`src/rtl/qbu_rx_demux.sv`:
```
// Qbu RX demux: classifies received mPackets by SMD and routes them
// to the eMAC, pMAC or verify paths, and tracks the fragment sequence.
// Ports:
//   i_clk, i_rst        clock, async active-high reset
//   i_mac_rx_*          beats from the RX deframer (SMD, frag_count, CRC flags)
//   o_mac_rx_ready      beat accept
//   i_preempt_en        preemption enabled after verification
//   o_emac_rx_*         express stream (registered)
//   o_pmac_rx_*         preemptable stream, plus abort pulse (registered)
//   o_verify_rcv        valid SMD-V frame pulse
//   o_respond_rcv       valid SMD-R frame pulse
//   o_pre_active        preemptable frame awaiting continuation
//   o_smd_err_cnt       saturating count of bad SMDs
//   o_frag_err_cnt      saturating count of fragment sequence errors
module qbu_rx_demux #(
  parameter int AXIS_DATA_WIDTH = 8
) (
  input  logic                       i_clk,
  input  logic                       i_rst,
  input  logic [AXIS_DATA_WIDTH-1:0] i_mac_rx_data,
  input  logic                       i_mac_rx_valid,
  input  logic                       i_mac_rx_last,
  output logic                       o_mac_rx_ready,
  input  logic [7:0]                 i_mac_rx_smd,
  input  logic                       i_mac_rx_smd_vld,
  input  logic [7:0]                 i_mac_rx_fra,
  input  logic                       i_mac_rx_fra_vld,
  input  logic                       i_mac_rx_crc_ok,
  input  logic                       i_mac_rx_mcrc,
  input  logic                       i_preempt_en,
  output logic [AXIS_DATA_WIDTH-1:0] o_emac_rx_data,
  output logic                       o_emac_rx_valid,
  output logic                       o_emac_rx_last,
  output logic                       o_emac_rx_err,
  input  logic                       i_emac_rx_ready,
  output logic [AXIS_DATA_WIDTH-1:0] o_pmac_rx_data,
  output logic                       o_pmac_rx_valid,
  output logic                       o_pmac_rx_last,
  output logic                       o_pmac_rx_err,
  output logic                       o_pmac_rx_abort,
  input  logic                       i_pmac_rx_ready,
  output logic                       o_verify_rcv,
  output logic                       o_respond_rcv,
  output logic                       o_pre_active,
  output logic [15:0]                o_smd_err_cnt,
  output logic [15:0]                o_frag_err_cnt
);

  localparam int W   = AXIS_DATA_WIDTH;
  localparam int BPB = AXIS_DATA_WIDTH / 8;

  localparam logic [7:0] SMD_E = 8'hD5;
  localparam logic [7:0] SMD_V = 8'h07;
  localparam logic [7:0] SMD_R = 8'h19;

  typedef enum logic [2:0] {
    S_IDLE,
    S_EXP,
    S_PRE,
    S_VER,
    S_DROP
  } st_t;

  function automatic logic [7:0] fcode(input logic [1:0] idx);
    case (idx)
      2'd0:    fcode = 8'hE6;
      2'd1:    fcode = 8'h4C;
      2'd2:    fcode = 8'h7F;
      default: fcode = 8'hB3;
    endcase
  endfunction

  st_t            state_q, state_d, eff;
  logic           emac_vld_q, emac_vld_d;
  logic [W-1:0]   emac_data_q, emac_data_d;
  logic           emac_last_q, emac_last_d;
  logic           emac_err_q, emac_err_d;
  logic           pmac_vld_q, pmac_vld_d;
  logic [W-1:0]   pmac_data_q, pmac_data_d;
  logic           pmac_last_q, pmac_last_d;
  logic           pmac_err_q, pmac_err_d;
  logic           abort_q, abort_d;
  logic           ver_q, ver_d;
  logic           rsp_q, rsp_d;
  logic           pre_act_q, pre_act_d;
  logic [1:0]     sc_q, sc_d;
  logic [1:0]     fexp_q, fexp_d;
  logic           vkind_q, vkind_d;
  logic [6:0]     bcnt_q, bcnt_d;
  logic [15:0]    smd_cnt_q, smd_cnt_d;
  logic [15:0]    frag_cnt_q, frag_cnt_d;

  logic           emac_free, pmac_free;
  logic           rdy, acc, sv;
  logic           is_s, is_c;
  logic [1:0]     s_idx, c_idx;
  logic           smd_inc, frag_inc;
  logic [6:0]     bbase, bsum;
  logic [7:0]     bsum_w;

  assign emac_free = !emac_vld_q || i_emac_rx_ready;
  assign pmac_free = !pmac_vld_q || i_pmac_rx_ready;
  assign sv        = i_mac_rx_smd_vld;

  always_comb begin
    rdy = 1'b1;
    unique case (state_q)
      S_IDLE:  rdy = emac_free && pmac_free;
      S_EXP:   rdy = emac_free;
      S_PRE:   rdy = pmac_free;
      default: rdy = 1'b1;
    endcase
  end

  assign acc = i_mac_rx_valid && rdy;

  always_comb begin
    is_s  = 1'b0;
    s_idx = 2'd0;
    case (i_mac_rx_smd)
      8'hE6:   begin is_s = 1'b1; s_idx = 2'd0; end
      8'h4C:   begin is_s = 1'b1; s_idx = 2'd1; end
      8'h7F:   begin is_s = 1'b1; s_idx = 2'd2; end
      8'hB3:   begin is_s = 1'b1; s_idx = 2'd3; end
      default: ;
    endcase
  end

  always_comb begin
    is_c  = 1'b0;
    c_idx = 2'd0;
    case (i_mac_rx_smd)
      8'h61:   begin is_c = 1'b1; c_idx = 2'd0; end
      8'h52:   begin is_c = 1'b1; c_idx = 2'd1; end
      8'h2A:   begin is_c = 1'b1; c_idx = 2'd2; end
      8'h9E:   begin is_c = 1'b1; c_idx = 2'd3; end
      default: ;
    endcase
  end

  // Verify byte count restarts on the first beat and sticks at 127.
  assign bbase  = (state_q == S_IDLE) ? 7'd0 : bcnt_q;
  assign bsum_w = {1'b0, bbase} + 8'(BPB);
  assign bsum   = (bsum_w > 8'd127) ? 7'd127 : bsum_w[6:0];

  always_comb begin
    state_d     = state_q;
    emac_vld_d  = emac_vld_q && !i_emac_rx_ready;
    emac_data_d = emac_data_q;
    emac_last_d = emac_last_q;
    emac_err_d  = emac_err_q;
    pmac_vld_d  = pmac_vld_q && !i_pmac_rx_ready;
    pmac_data_d = pmac_data_q;
    pmac_last_d = pmac_last_q;
    pmac_err_d  = pmac_err_q;
    abort_d     = 1'b0;
    ver_d       = 1'b0;
    rsp_d       = 1'b0;
    pre_act_d   = pre_act_q;
    sc_d        = sc_q;
    fexp_d      = fexp_q;
    vkind_d     = vkind_q;
    bcnt_d      = bcnt_q;
    smd_inc     = 1'b0;
    frag_inc    = 1'b0;
    eff         = state_q;

    if (acc && state_q == S_IDLE) begin
      eff = S_DROP;
      unique case (1'b1)
        !sv: smd_inc = 1'b1;
        sv && i_mac_rx_smd == SMD_E: eff = S_EXP;
        sv && (i_mac_rx_smd == SMD_V ||
               i_mac_rx_smd == SMD_R): begin
          eff     = S_VER;
          vkind_d = (i_mac_rx_smd == SMD_R);
        end
        sv && is_s && i_preempt_en: begin
          eff = S_PRE;
          if (pre_act_q) begin
            abort_d  = 1'b1;
            frag_inc = 1'b1;
          end
          sc_d      = s_idx;
          fexp_d    = 2'd0;
          pre_act_d = 1'b1;
        end
        sv && is_c && i_preempt_en: begin
          if (pre_act_q && c_idx == sc_q &&
              i_mac_rx_fra_vld &&
              i_mac_rx_fra == fcode(fexp_q)) begin
            eff = S_PRE;
          end else begin
            frag_inc = 1'b1;
            if (pre_act_q) begin
              abort_d   = 1'b1;
              pre_act_d = 1'b0;
            end
          end
        end
        default: smd_inc = 1'b1;
      endcase
    end

    if (acc) begin
      unique case (eff)
        S_EXP: begin
          emac_vld_d  = 1'b1;
          emac_data_d = i_mac_rx_data;
          emac_last_d = i_mac_rx_last;
          emac_err_d  = i_mac_rx_last && !i_mac_rx_crc_ok;
        end
        S_PRE: begin
          // mCRC ends a fragment, not the frame.
          pmac_vld_d  = 1'b1;
          pmac_data_d = i_mac_rx_data;
          pmac_last_d = i_mac_rx_last && !i_mac_rx_mcrc;
          pmac_err_d  = i_mac_rx_last && !i_mac_rx_mcrc &&
                        !i_mac_rx_crc_ok;
          if (i_mac_rx_last) begin
            if (i_mac_rx_mcrc) fexp_d = fexp_d + 2'd1;
            else               pre_act_d = 1'b0;
          end
        end
        S_VER: begin
          bcnt_d = bsum;
          if (i_mac_rx_last && i_mac_rx_crc_ok &&
              bsum == 7'd60) begin
            if (vkind_d) rsp_d = 1'b1;
            else         ver_d = 1'b1;
          end
        end
        default: ;
      endcase
      state_d = i_mac_rx_last ? S_IDLE : eff;
    end

    // Losing preemption abandons the pMAC frame; the current beat stream continues.
    if (!i_preempt_en && pre_act_q) begin
      abort_d   = 1'b1;
      pre_act_d = 1'b0;
    end

    smd_cnt_d  = smd_cnt_q;
    frag_cnt_d = frag_cnt_q;
    if (smd_inc && smd_cnt_q != 16'hFFFF)
      smd_cnt_d = smd_cnt_q + 16'd1;
    if (frag_inc && frag_cnt_q != 16'hFFFF)
      frag_cnt_d = frag_cnt_q + 16'd1;
  end

  always_ff @(posedge i_clk or posedge i_rst) begin
    if (i_rst) begin
      state_q     <= S_IDLE;
      emac_vld_q  <= 1'b0;
      emac_data_q <= '0;
      emac_last_q <= 1'b0;
      emac_err_q  <= 1'b0;
      pmac_vld_q  <= 1'b0;
      pmac_data_q <= '0;
      pmac_last_q <= 1'b0;
      pmac_err_q  <= 1'b0;
      abort_q     <= 1'b0;
      ver_q       <= 1'b0;
      rsp_q       <= 1'b0;
      pre_act_q   <= 1'b0;
      sc_q        <= 2'd0;
      fexp_q      <= 2'd0;
      vkind_q     <= 1'b0;
      bcnt_q      <= 7'd0;
      smd_cnt_q   <= 16'd0;
      frag_cnt_q  <= 16'd0;
    end else begin
      state_q     <= state_d;
      emac_vld_q  <= emac_vld_d;
      emac_data_q <= emac_data_d;
      emac_last_q <= emac_last_d;
      emac_err_q  <= emac_err_d;
      pmac_vld_q  <= pmac_vld_d;
      pmac_data_q <= pmac_data_d;
      pmac_last_q <= pmac_last_d;
      pmac_err_q  <= pmac_err_d;
      abort_q     <= abort_d;
      ver_q       <= ver_d;
      rsp_q       <= rsp_d;
      pre_act_q   <= pre_act_d;
      sc_q        <= sc_d;
      fexp_q      <= fexp_d;
      vkind_q     <= vkind_d;
      bcnt_q      <= bcnt_d;
      smd_cnt_q   <= smd_cnt_d;
      frag_cnt_q  <= frag_cnt_d;
    end
  end

  assign o_mac_rx_ready  = rdy;
  assign o_emac_rx_data  = emac_data_q;
  assign o_emac_rx_valid = emac_vld_q;
  assign o_emac_rx_last  = emac_last_q;
  assign o_emac_rx_err   = emac_err_q;
  assign o_pmac_rx_data  = pmac_data_q;
  assign o_pmac_rx_valid = pmac_vld_q;
  assign o_pmac_rx_last  = pmac_last_q;
  assign o_pmac_rx_err   = pmac_err_q;
  assign o_pmac_rx_abort = abort_q;
  assign o_verify_rcv    = ver_q;
  assign o_respond_rcv   = rsp_q;
  assign o_pre_active    = pre_act_q;
  assign o_smd_err_cnt   = smd_cnt_q;
  assign o_frag_err_cnt  = frag_cnt_q;

endmodule

```
`config.mk`:
```
export PLATFORM = sky130hd
export DESIGN_NAME = qbu_rx_demux
export DESIGN_NICKNAME = d
export VERILOG_FILES = /design/src/rtl/qbu_rx_demux.sv
export SDC_FILE = /design/constraint.sdc
export NUM_CORES = 1
export LEC_CHECK = 0
export CAP_MARGIN = 10
export CORE_ASPECT_RATIO = 2
export CORE_MARGIN = 2
export CORE_UTILIZATION = 48
export DETAILED_ROUTE_END_ITERATION = 8
export PLACE_DENSITY = 0.84
export SYNTH_ARGS = -nofsm -noshare
export SYNTH_HDL_FRONTEND = slang
export SYNTH_SLANG_ARGS = --single-unit
```
`constraint.sdc`:
```
create_clock -name i_clk -period 6.8 [get_ports i_clk]
set_clock_uncertainty 0.2 [all_clocks]
set_input_delay 1.36 -clock i_clk [delete_from_list [all_inputs] [get_ports i_clk]]
set_output_delay 1.36 -clock i_clk [all_outputs]
set_load 0.02 [all_outputs]
```
==> metrics.txt <==
Hold Crit Class=flop to flop; Post-route DRC=0; Syn Area/Cell=10.9 µm²; Clk Latency, worst-skew pair=0.35 ns; Synth Flop Type=dfrtp_1; Slew HR=31.2%; Layout area overhead=31.8%; Initial Utilization=49.5%; Die Area=9360 µm²; CP max FO=4; mapped cell area=4110 µm²; final wirelength=11.1 mm; CP startpoint kind=input port; vias=3526; main combinational cell family by area after synthesis=simple AND/OR/NAND/NOR gates; post-synthesis mux area share=8.68%; Layout Nets=516; fillers=662; Worst Path Arrival=3.02 ns; outcome=finished, final reports clean; Root Buffer=clkbuf_16; Mapped Cells=378; Max Cap Viol=0; CTS tree=yes; Max IR drop VDD=0.249 mV; H-tree Lvls=3; I/O Pins=94; final critical-path required period=4.58 ns; P_int=0.964 mW; Synth Area in Adders=2.13%; simple-gate share of the synthesized area=23.5%; sequential share of power=39.3%; Lkg Pwr=2.32 nW; Final WS setup=2.22 ns; Post-synth EDFFs=0; gr ovfl total=0; dpl hpwl=8.27 mm; Worst-path clk slew=0.06 ns; Port-buffer cells=93; clk sink count=73; Horiz. Die Dim=69.4 µm; first-pass GRT wire length=18.2 mm; non-filler cells, final=577; via/cell ratio=6.11; crit path capture type=primary output; DRT antenna net count=0; total iterations of the first detailed-routing run=5; CTS resizes=0; antenna violations before repair=0; #FFs+latches synth=73; period utilization=67.4%; row count=47; largest net degree at the start of global routing=74; Antenna Cells=0; DIE HEIGHT=135 µm; WL per Instance=19.3 µm; DRC marker count from the first detailed-route iteration=264; Comb power frac=26.3%; clk buf depth=2; Slew @ Worst Pin=1.03 ns; Req. time, crit path=5.24 ns; Fin Setup TNS=0 ns; Async S/R FF share, synth=100%; YS warnings=0; RSZ-0062 raised after global routing=no; Mapped Nets=420; PD cells=261 nW/µm²; compound-gate portion of the synthesized area=12.5%; fmax=218 MHz; P_sw=0.446 mW; share of cells above drive strength 1=12.5%; Core Footprint=8290 µm²; sequential area share after synthesis=44.5%; crit path kind=input port to primary output; Clock Power Share=34.4%; Design Power=1.41 mW; post-synthesis xor/xnor area fraction=6.40%; Setup Fix Bufs, Post-CTS=0; Final Wtd Congestion=0.944; vias in the first global route=3622; Tot GR Track Use=24.7%; library cells used by synthesis=75; Cell Count Post-Placement=561; final hold vios=0; DP Worst Slack=2.17 ns; post-cts hold buffer count=0; Num CTS Buffers=9; max-slew violations=0; sw frac=31.6%; # setup viols final=0
==> synthesized netlist by cell type (all sizes together), types with 3 or more instances <==
library cell	number	area [µm²]
o21ai	8	43.8
nand4b	4	41.3
xor2	19	166
mux2	26	327
nor4bb	3	30.0
nand2	34	128
and4	5	43.8
ha	7	87.6
buf	6	47.5
clkbuf	3	11.3
nor2b	5	31.3
nand3	20	105
o21a	4	30.0
or4	4	30.0
nor4	7	50.1
dfrtp	73	1830
a21oi	15	75.1
nand2b	4	25.0
a211oi	7	67.6
inv	9	33.8
and3	8	50.1
nand4	16	100
o31ai	3	27.5
nor2	7	26.3
mux2i	3	30.0
nand3b	4	30.0
nor4b	5	50.0
a31oi	6	37.5
and2	6	37.5
nor3	7	35.0
xnor2	11	96.3
==> kinds of logic after synthesis <==
logic type / count (synthesis)
AOI/OAI and AO/OA: 66
xor gates and xnor gates: 30
adders and majority gates: 7
DFF: 73
and+or+nand+nor: 155
muxes: 29
buffers and inverters: 18
==> per-stage QoR <==
step / area (µm²) / util, % / hold WS [ns]
after floorplan: 4110 / - / 0.260
after global placement: 5110 / 61.6 / 0.275
after detailed placement: 5110 / 61.6 / 0.283
after CTS: 5410 / 65.3 / 0.292
after global routing: 5410 / 65.3 / 0.308
final: 5410 / 65.3 / 0.300
==> layout by cell type, fill, tap and decap left out, types with 5 or more instances in the layout <==
master,instances
clkdlybuf4s50_1,93
dfrtp_1,73
nand2_1,34
nand3_1,19
xor2_1,19
nand4_1,16
a21oi_1,15
mux2_2,15
xnor2_1,11
mux2_4,9
clkbuf_16,9
inv_1,8
and3_1,8
nor3_1,7
nor2_1,7
ha_1,7
o21ai_0,6
a31oi_1,6
nor4_1,6
and2_1,5
and4_1,5
nor2b_1,5
==> area by class of cell <==
| type | count | area, µm² | area share, % |
|---|---|---|---|
| multi-input combinational | 287 | 2190 | 40.4 |
| tap | 98 | 123 | 2.27 |
| clock buffer | 9 | 225 | 4.16 |
| sequential | 73 | 1830 | 33.8 |
| inverter | 9 | 33.8 | 0.624 |
| clock inverter | 7 | 77.6 | 1.43 |
| timing repair buffer | 94 | 938 | 17.3 |
==> power by group through the flow <==
stage                     Sequential [mW]  Clock [mW]  Combinational (mW)
final                               0.554       0.485               0.371
after global routing                0.560       0.509               0.398
after CTS                           0.552       0.490               0.372
after detailed placement            0.559           0               0.370
after global placement              0.556           0               0.358
after floorplan                     0.599           0               0.152
==> sequential cells by signal (all words and copies together), names as in the netlist, 2 cells and up <==
name,flops
o_frag_err_cnt,16
bcnt_q,7
o_pmac_rx_data,8
state_q,3
o_smd_err_cnt,16
sc_q,2
fexp_q,2
o_emac_rx_data,8
==> metal layers <==
layer | vias up | wire [µm] | track usage (%)
li1 | 1626 | - | -
met1 | 1731 | 3820 | 24.8
met2 | 138 | 6320 | 47.2
met3 | 31 | 540 | 4.78
met4 | 0 | 448 | 12.3
met5 | - | 0 | 0
==> critical path: stages <==
cell and delay, ns:
clkdlybuf4s50_1 0.50, nor3b_1 0.07, o21ai_0 0.39, clkdlybuf4s50_1 0.70
==> worst paths after layout <==
check | start | to | slack [ns] | cells after the start
max in group asynchronous | i_rst | bcnt_q[6]$_DFFE_PP0P_ | 4.38 | 3
max | i_emac_rx_ready | o_mac_rx_ready | 2.22 | 4
min | o_frag_err_cnt[11]$_DFFE_PP0P_ | o_frag_err_cnt[11]$_DFFE_PP0P_ | 0.30 | 1
max reg2reg | fexp_q[0]$_DFF_PP0_ | o_pmac_rx_data[3]$_DFFE_PP0P_ | 3.27 | 8
min reg2reg | o_frag_err_cnt[11]$_DFFE_PP0P_ | o_frag_err_cnt[11]$_DFFE_PP0P_ | 0.30 | 1
min in group asynchronous | i_rst | o_emac_rx_data[5]$_DFFE_PP0P_ | 1.41 | 3
Note: power is estimated with default switching activity, not from simulation.
